### src/rtl/ooo_pkg.sv
// Shared core types for the front end: fetch width, datapath width,
// the fetch-queue entry record and a small lane-count helper.
package ooo_pkg;

    localparam int FETCH_WIDTH = 2;
    localparam int XLEN        = 32;
    localparam int FQ_DEPTH    = 8;

    typedef struct packed {
        logic [XLEN-1:0] instr;
        logic [XLEN-1:0] pc;
    } fq_entry_t;

    // Number of set bits in a two-lane valid vector.
    function automatic logic [1:0] popcount2(input logic [1:0] v);
        return {v[1] & v[0], v[1] ^ v[0]};
    endfunction

endpackage

### src/rtl/fetch_queue_if.sv
// Fetch-to-decode handshake bundle for the fetch queue.
// Ports: if_* (fetch lanes in), fq_* (decode lanes out), decode_ready, fq_count.
interface fetch_queue_if
    import ooo_pkg::*;
#(
    parameter int XLEN = 32,
    parameter int CW   = 4
);
    logic [FETCH_WIDTH-1:0]           if_valid;
    logic [FETCH_WIDTH-1:0][XLEN-1:0] if_instr;
    logic [FETCH_WIDTH-1:0][XLEN-1:0] if_pc;
    logic                             fq_ready;
    logic                             decode_ready;
    logic [FETCH_WIDTH-1:0]           fq_valid;
    logic [FETCH_WIDTH-1:0][XLEN-1:0] fq_instr;
    logic [FETCH_WIDTH-1:0][XLEN-1:0] fq_pc;
    logic [CW-1:0]                    fq_count;

    // Queue side.
    modport slave (
        input  if_valid, if_instr, if_pc, decode_ready,
        output fq_ready, fq_valid, fq_instr, fq_pc, fq_count
    );

    // Fetch/decode environment side.
    modport master (
        output if_valid, if_instr, if_pc, decode_ready,
        input  fq_ready, fq_valid, fq_instr, fq_pc, fq_count
    );
endinterface

### src/rtl/fetch_queue.sv
// Two-wide in-order instruction buffer between fetch and decode.
// Ports: clk, reset (async, active-low), flush, bus (fetch_queue_if.slave).
// Optional FQ_BYPASS_EN: forwards input to output when empty and decode ready.
module fetch_queue
    import ooo_pkg::*;
#(
    parameter int DEPTH = FQ_DEPTH,
    parameter int XLEN  = 32
) (
    input  logic          clk,
    input  logic          reset,
    input  logic          flush,
    fetch_queue_if.slave  bus
);
    localparam int AW = $clog2(DEPTH);
    localparam int CW = $clog2(DEPTH + 1);

    logic [XLEN-1:0] mem_instr [DEPTH];
    logic [XLEN-1:0] mem_pc    [DEPTH];
    logic [AW-1:0]   head;
    logic [AW-1:0]   tail;
    logic [AW-1:0]   head_p1;
    logic [AW-1:0]   tail_p1;
    logic [CW-1:0]   count;

    logic            ready;
    logic [1:0]      q_valid;
    logic [1:0]      in_n;
    logic [1:0]      enq_n;
    logic [1:0]      deq_n;
    logic            bypass;
    logic [XLEN-1:0] c_instr0;
    logic [XLEN-1:0] c_pc0;

    // Room for a full pair, judged on the registered count only.
    assign ready   = count <= CW'(DEPTH - 2);
    assign q_valid = {count >= CW'(2), count != '0};
    assign head_p1 = head + AW'(1);
    assign tail_p1 = tail + AW'(1);
    assign in_n    = popcount2(bus.if_valid);

`ifdef FQ_BYPASS_EN
    assign bypass = (count == '0) && bus.decode_ready && !flush;
`else
    assign bypass = 1'b0;
`endif

    // Lane compaction: a lone lane 1 lands in slot 0.
    assign c_instr0 = bus.if_valid[0] ? bus.if_instr[0] : bus.if_instr[1];
    assign c_pc0    = bus.if_valid[0] ? bus.if_pc[0]    : bus.if_pc[1];

    assign enq_n = (ready && !flush && !bypass) ? in_n : 2'd0;
    assign deq_n = (bus.decode_ready && !flush) ? popcount2(q_valid) : 2'd0;

    always_ff @(posedge clk or negedge reset) begin
        if (!reset) begin
            head  <= '0;
            tail  <= '0;
            count <= '0;
            for (int i = 0; i < DEPTH; i++) begin
                mem_instr[i] <= '0;
                mem_pc[i]    <= '0;
            end
        end else if (flush) begin
            head  <= '0;
            tail  <= '0;
            count <= '0;
        end else begin
            if (enq_n != 2'd0) begin
                mem_instr[tail] <= c_instr0;
                mem_pc[tail]    <= c_pc0;
            end
            if (enq_n == 2'd2) begin
                mem_instr[tail_p1] <= bus.if_instr[1];
                mem_pc[tail_p1]    <= bus.if_pc[1];
            end
            tail  <= tail + AW'(enq_n);
            head  <= head + AW'(deq_n);
            count <= count + CW'(enq_n) - CW'(deq_n);
        end
    end

    logic [1:0]      o_valid;
    logic [XLEN-1:0] o_instr0;
    logic [XLEN-1:0] o_instr1;
    logic [XLEN-1:0] o_pc0;
    logic [XLEN-1:0] o_pc1;

    always_comb begin
        o_valid  = q_valid;
        o_instr0 = q_valid[0] ? mem_instr[head]    : '0;
        o_pc0    = q_valid[0] ? mem_pc[head]       : '0;
        o_instr1 = q_valid[1] ? mem_instr[head_p1] : '0;
        o_pc1    = q_valid[1] ? mem_pc[head_p1]    : '0;
`ifdef FQ_BYPASS_EN
        if (bypass) begin
            o_valid  = {in_n == 2'd2, in_n != 2'd0};
            o_instr0 = (in_n != 2'd0) ? c_instr0 : '0;
            o_pc0    = (in_n != 2'd0) ? c_pc0    : '0;
            o_instr1 = (in_n == 2'd2) ? bus.if_instr[1] : '0;
            o_pc1    = (in_n == 2'd2) ? bus.if_pc[1]    : '0;
        end
`endif
    end

    assign bus.fq_ready = ready;
    assign bus.fq_valid = o_valid;
    assign bus.fq_instr = {o_instr1, o_instr0};
    assign bus.fq_pc    = {o_pc1, o_pc0};
    assign bus.fq_count = count;

endmodule

### src/flat_wrapper.sv
// flat-port wrapper written by rule: the top's interface ports become plain ports
module fetch_queue_flat import ooo_pkg::*;
#(
    parameter int DEPTH = FQ_DEPTH,
    parameter int XLEN  = 32
)
  (clk, reset, flush, bus_if_valid, bus_if_instr, bus_if_pc, bus_decode_ready, bus_fq_ready, bus_fq_valid, bus_fq_instr, bus_fq_pc, bus_fq_count);
  fetch_queue_if #(.XLEN(XLEN)) bus_i ();
  input  logic clk;
  input  logic reset;
  input  logic flush;
  input wire logic [$bits(bus_i.if_valid)-1:0] bus_if_valid;
  input wire logic [$bits(bus_i.if_instr)-1:0] bus_if_instr;
  input wire logic [$bits(bus_i.if_pc)-1:0] bus_if_pc;
  input wire logic [$bits(bus_i.decode_ready)-1:0] bus_decode_ready;
  output wire logic [$bits(bus_i.fq_ready)-1:0] bus_fq_ready;
  output wire logic [$bits(bus_i.fq_valid)-1:0] bus_fq_valid;
  output wire logic [$bits(bus_i.fq_instr)-1:0] bus_fq_instr;
  output wire logic [$bits(bus_i.fq_pc)-1:0] bus_fq_pc;
  output wire logic [$bits(bus_i.fq_count)-1:0] bus_fq_count;
  assign bus_i.if_valid = bus_if_valid;
  assign bus_i.if_instr = bus_if_instr;
  assign bus_i.if_pc = bus_if_pc;
  assign bus_i.decode_ready = bus_decode_ready;
  assign bus_fq_ready = bus_i.fq_ready;
  assign bus_fq_valid = bus_i.fq_valid;
  assign bus_fq_instr = bus_i.fq_instr;
  assign bus_fq_pc = bus_i.fq_pc;
  assign bus_fq_count = bus_i.fq_count;
  fetch_queue #(.DEPTH(DEPTH), .XLEN(XLEN)) u_core (.clk(clk), .reset(reset), .flush(flush), .bus(bus_i));
endmodule
### config.mk
export PLATFORM = sky130hd
export DESIGN_NAME = fetch_queue_flat
export DESIGN_NICKNAME = d
export VERILOG_FILES = /design/src/rtl/ooo_pkg.sv /design/src/rtl/fetch_queue_if.sv /design/src/rtl/fetch_queue.sv /design/src/flat_wrapper.sv
export SDC_FILE = /design/constraint.sdc
export NUM_CORES = 2
export LEC_CHECK = 0
export BUFFER_PORTS_ARGS = -buffer_cell sky130_fd_sc_hd__buf_4
export CORE_MARGIN = 1
export CORE_UTILIZATION = 45
export CTS_CLUSTER_SIZE = 10
export DETAILED_ROUTE_END_ITERATION = 7
export GPL_ROUTABILITY_DRIVEN = 0
export GPL_TIMING_DRIVEN = 1
export SLEW_MARGIN = 20
export SYNTH_ARGS = -nofsm -noshare
export SYNTH_HDL_FRONTEND = slang
export SYNTH_SLANG_ARGS = --single-unit
### constraint.sdc
create_clock -name clk -period 3.7 [get_ports clk]
set_input_delay 0 -clock clk [delete_from_list [all_inputs] [get_ports clk]]
set_output_delay 0 -clock clk [all_outputs]
set_load 0.005 [all_outputs]
* Word level (Yosys, flattened, before mapping)
Cells that the tools add are included. Widths: inputs -> output; s select.
Storage, ports and cells: logic and storage cells 86, register bits after elaboration 522, memories kept 0, bits in latches 0, input bits 134, ROM bits 0, output and inout port bits 135, bits in writable memories 0
Operators by class: $mul 0, mux-type cells 37, order comparisons 8, reductions and logical operators 7, bitwise gates (word level) 8, divide/modulo/power cells 0, add/sub/neg operators 6, equality and inequality tests 1, shift operators 0
Operators with widths (count):
- $mux 256 | 6
- $bwmux 256 | 4
- $mux 32 | 16
- $bmux 32 s3 | 4
- $demux 32 s3 | 2
- $ge 4x4->1 const B | 4
- $not 3->4 | 4
- $lt 4x1->1 const B | 2
- $add 3x1->3 const B | 2
- $add 3x2->3 | 2
- $mux 3 | 2
- $add 4x2->4 | 1
- $ge 4x2->1 const B | 1
- $le 4x3->1 const B | 1
- $logic_and 1x1->1 | 4
- $mux 2 | 2
- $mux 4 | 1
- $reduce_bool 4->1 | 1
- $sub 4x2->4 | 1
- $and 1x1->1 | 2
- $eq 2x2->1 const B | 1
- $reduce_bool 2->1 | 1
- $xor 1x1->1 | 2
- $logic_not 1->1 | 1

* Longest topological paths before layout
depth after elaboration 10, gate-level depth with buffers 17, gate-level depth less buffers 15

* Worst setup path before layout
Ideal clock, no wire load.
path kind reg2reg, start point register u_core.count[3], in the netlist u_core.bus.fq_count[3], end point register u_core.count[2], in the netlist u_core.bus.fq_count[2], cell stages (with the launch flop) 17, clock period less this slack 3324 ps, path buffers 2, library setup time 131 ps, setup slack 376 ps, arrival 3193 ps, data required time 3569 ps, cells stage by stage dfrtp_1 -> inv_1 -> ha_1 -> nor2b_1 -> inv_1 -> nor2_1 -> clkbuf_1 -> clkbuf_1 -> inv_1 -> ha_1 -> and3b_1 -> ha_1 -> inv_1 -> ha_1 -> fa_1 -> xnor2_1 -> nor2_1
On the way: elaborated cells on any way between the ends 11, classes of those cells add/sub (2); order compare (2); mux (3); bitwise (2); reduce/logical (2)
RTL lines:
- from (decl) | RTL line fetch_queue.sv:24 | logic [CW-1:0] count;
- from (signal assigned) | RTL line fetch_queue.sv:79 | count <= count + CW'(enq_n) - CW'(deq_n);
- $ge 4x2->1 * | RTL line fetch_queue.sv:37 | assign q_valid = {count >= CW'(2), count != '0};
- named net bus_fq_valid[1] | RTL line flat_wrapper.sv:17 | output wire logic [$bits(bus_i.fq_valid)-1:0] bus_fq_valid;
- $xor 1x1->1 or $and 1x1->1 (tied branches) | RTL line ooo_pkg.sv:16 | return {v[1] & v[0], v[1] ^ v[0]};
- $mux 2 * | RTL line fetch_queue.sv:53 | assign deq_n = (bus.decode_ready && !flush) ? popcount2(q_valid) : 2'd0;
- $sub 4x2->4 * | RTL line fetch_queue.sv:79
- $mux 4 * | RTL line fetch_queue.sv:64 | end else if (flush) begin
Mark *: on every way through the listed nets, which the timed path passes. The rest lies on a longest branch. A chain may end at the register's enable or synchronous reset.

* Worst setup path after layout
start point register u_core.count[3], in the netlist u_core.bus.fq_count[3], end point register u_core.mem_instr[233] (netlist name)
On the way: word-level cells in the longest chain between the ends 8, elaborated cells on any way between the ends 9, classes of those cells order compare (1); eq/ne (1); mux (5); reduce/logical (2)
Ends and longest elaborated chain:
- $le 4x3->1 * | RTL line fetch_queue.sv:36 | assign ready = count <= CW'(DEPTH - 2);
- $logic_and 1x1->1 * | RTL line fetch_queue.sv:52 | assign enq_n = (ready && !flush && !bypass) ? in_n : 2'd0;
- $mux 2 * | RTL line fetch_queue.sv:52
- $reduce_bool 2->1 | RTL line fetch_queue.sv:69 | if (enq_n != 2'd0) begin
- $mux 256 | RTL line fetch_queue.sv:69
- $mux 256 | RTL line fetch_queue.sv:64
- $bwmux 256 | RTL line fetch_queue.sv:74 | mem_instr[tail_p1] <= bus.if_instr[1];
- $mux 256 * | RTL line fetch_queue.sv:73 | if (enq_n == 2'd2) begin
- to (signal, indexed assignment) | RTL line fetch_queue.sv:70 | mem_instr[tail] <= c_instr0;
- to (signal, indexed assignment) | RTL line fetch_queue.sv:74
- to (decl) | RTL line fetch_queue.sv:18 | logic [XLEN-1:0] mem_instr [DEPTH];
Every way passes the cells marked *; elsewhere a longest branch is shown, timed or not. The select of a mux whose other input is x is not followed.

==> flow_summary_export.csv <==
group,metric,value,unit
final_layout,fin_util,55.0,%
placed_design,placed_area,34200,um2
power,switching_power,0.0107,W
logic_synthesis,synth-seq-cells,522,
final_layout,area_growth,20.5,%
critical_path,crit_slowest_cell,"buf_4",
placed_design,hpwl,67600,um
logic_synthesis,ys.flop_type,"dfrtp_1",
timing,relSlewSlack,19.8,%
timing,setup_viol,0,
die,die_w,266,um
power,p_int,0.0187,W
logic_synthesis,async_flop_share,100,%
logic_synthesis,synthesis.area,31400,um2
power,seqPwrFrac,32.1,%
clock_network,clk_pin_slew,0.06,ns
route,ant_nets,0,
final_layout,antenna-diode-count,0,
logic_synthesis,synthCells,2978,
critical_path,critPathCaptureType,"register",
final_layout,final_area,37900,um2
clock_network,clk_path_buf_depth,3,
power,p_comb_share,48.9,%
timing,maxSlewViolCount,0,
critical_path,critical_path_class,"register to register",
die,core_area,68800,um2
final_layout,final_common_cell,"nand2_1",
timing,worst_pin_slew,1.20,ns
critical_path,reg2regPathDepth,9,
die,io_pins,269,
route,firstDrtPassIters,7,
route,wl,122000,um
critical_path,crit_family,"buffers and inverters",
run_status,status,"finished with violations",
final_layout,multi_input_area,17100,um2
global_route,grt_overflow,0,
global_route,grt_usage,34.3,%
critical_path,cp.depth,9,
power,p_total,0.0294,W
logic_synthesis,synth_edf_count,0,
timing,fin_crit_sh,95.8,%
clock_network,htreeDepth,2,
critical_path,critical_path.cell_chain,"inv_1 > ha_1 > and3_1 > nor2_1 > and3_4 > buf_4 > nand2_1 > o221a_1 > dlygate4sd3_1",
placed_design,placedCellCount,3903,
route,vias,28400,
critical_path,required,4.20,ns
critical_path,critPathMaxFanout,47,
die,die_area,70900,um2
route,avgRoutedWirePerCell,29.2,um
final_layout,instances_no_fill,4182,
timing,finalClockSkew,0.0233,ns
logic_synthesis,yosysUniqueCellTypes,50,
final_layout,final-seq-area,13100,um2
logic_synthesis,synth_nets,3128,
power,cellLeakagePower,14.6,nW
placed_design,port_buffers,268,
route,drt-initial-drc-count,3482,
clock_network,cts_tree,"done",
global_route,grt_pass1_wl,183000,um
final_layout,nets,3373,
critical_path,worstPathArrival,4.05,ns
final_layout,layout-drive-gt1-share,29.7,%
clock_network,cts_buffers,61,
global_route,antenna_found_initial,1,
final_layout,layout_common_cells,"nand2_1, dfrtp_1, buf_4",
power,sw_frac_of_total,36.5,%
logic_synthesis,syn_avg_cell_area,10.5,um2
clock_network,post_cts_buffers,0,
logic_synthesis,yosysSeqAreaShare,41.6,%
run,maxCapViolCount,0,
critical_path,crit_buf_inv,3,
route,drc_errors,0,
logic_synthesis,ys.warnings.count,0,
route,avgViaCountPerCell,6.79,
timing,period_minus_slack,3.55,ns
critical_path,start_kind,"register",
global_route,grt_pass1_vias,28600,
run_status,violations,"hold timing",
die,start_util,45.6,%
timing,hold_violations,2,
clock_network,root_buffer,"clkbuf_16",
timing,grt_setup_unrepaired,"no",
power,p_per_area,777,nW/um2
timing,timing.hold.ws,-0.00982,ns
global_route,grt_max_degree,130,
power,ir_worst_vdd,537,uV
final_layout,fillers,5850,
critical_path,max_stage_delay,0.76,ns
worst_hold_path,worstHoldPathType,"input pin to async pin",
clock_network,clock_latency,0.64,ns
timing,clock.fmax,282,MHz
clock_network,clkSinkCount,522,
power,p_clk_share,19.0,%
die,die_y,266,um
timing,finalSetupTns,0,ns
die,row_count,96,
[repair_timing]
| action | CTS | global route |
|---|---|---|
| hold buffers | 187 | 0 |
| resized for setup | 0 | 1 |
| setup endpoints to repair | 0 | 8 |
| hold endpoints to repair | 608 | 0 |
[power by group through the flow]
stage	clock network [W]	registers [W]	logic [W]
final	0.00558	0.00944	0.0144
after global routing	0.00585	0.00962	0.0154
after CTS	0.00563	0.00931	0.0144
after detailed placement	0	0.00939	0.0139
after global placement	0	0.00922	0.0136
after floorplan	0	0.00877	0.00890
[state kept, by name (all words and copies together), names as in the netlist]
| name | flops |
|---|---|
| u_core.bus.fq_count | 4 |
| u_core.head | 3 |
| u_core.tail | 3 |
| u_core.mem_pc | 256 |
| u_core.mem_instr | 256 |
[logic make-up after synthesis]
group,Yosys count,synth area share [%]
mux,348,21.3
fa+ha+maj,16,0.733
buf+inv,374,4.82
xor+xnor,8,0.223
flops,522,41.6
compound gates,847,20.2
simple gates,863,11.1
[cell usage after synthesis (4+ instances only)]
library cell,n,area share [%]
mux2i_1,92,2.9
nor2_1,144,1.7
buf_1,57,0.68
clkbuf_1,217,2.6
inv_1,16,0.19
a21oi_1,70,1.1
o221a_2,229,8.2
nand2_1,625,7.5
a32oi_1,4,0.11
fa_1,4,0.25
a22oi_1,5,0.12
mux4_2,256,18
nand2b_1,4,0.080
o221a_1,31,1.1
nor3_1,4,0.064
o211ai_1,5,0.12
nand3_1,12,0.19
xnor2_1,5,0.14
a211oi_1,33,0.79
and3_1,9,0.18
o21ai_1,6,0.096
dfrtp_1,522,42
o221ai_1,16,0.45
ha_1,12,0.48
buf_2,82,1.3
o22ai_1,229,4.6
nor2b_1,42,0.84
o21ai_0,211,3.4
[worst paths after layout]
| kind | end | slack, ns | start |
|---|---|---|---|
| worst max-delay path | u_core.mem_instr[233] | 0.15 | u_core.bus.fq_count[3] |
| worst min-delay path | u_core.mem_instr[178] | -0.01 | reset |
| worst max register to register | u_core.mem_instr[233] | 0.15 | u_core.bus.fq_count[3] |
| worst min register to register | u_core.mem_pc[193] | 0.53 | u_core.mem_pc[193] |
| max in group asynchronous | u_core.mem_pc[83] | 2.58 | reset |
| min in group clk | u_core.mem_pc[28] | 0.17 | bus_if_pc[60] |
[through the flow]
stage / hold WS [ns] / setup slack, ns
final: -0.00982 / 0.154
after global routing: 0.0401 / 0.0661
after CTS: 0.00964 / 0.149
after detailed placement: 0.0784 / 0.680
after global placement: 0.0794 / 0.700
after floorplan: -0.296 / 0.376
[per-layer routing]
metal | up-vias | global-route usage (%) | part of all wire, %
li1 | 11800 | - | -
met1 | 14300 | 45.1 | 38
met2 | 1924 | 53.8 | 46
met3 | 398 | 8.16 | 11
met4 | 2 | 15.5 | 4.7
met5 | - | 0 | 0.0065
[area by class of cell]
type	instances	area share (%)
well taps	931	3.08
clock buffers	87	4.54
repair buffers	540	12.5
clock inverters	4	0.0628
inverters	16	0.159
flip-flops and latches	522	34.5
multi-input cells	2082	45.1
Note: power is estimated with default switching activity, not from simulation.
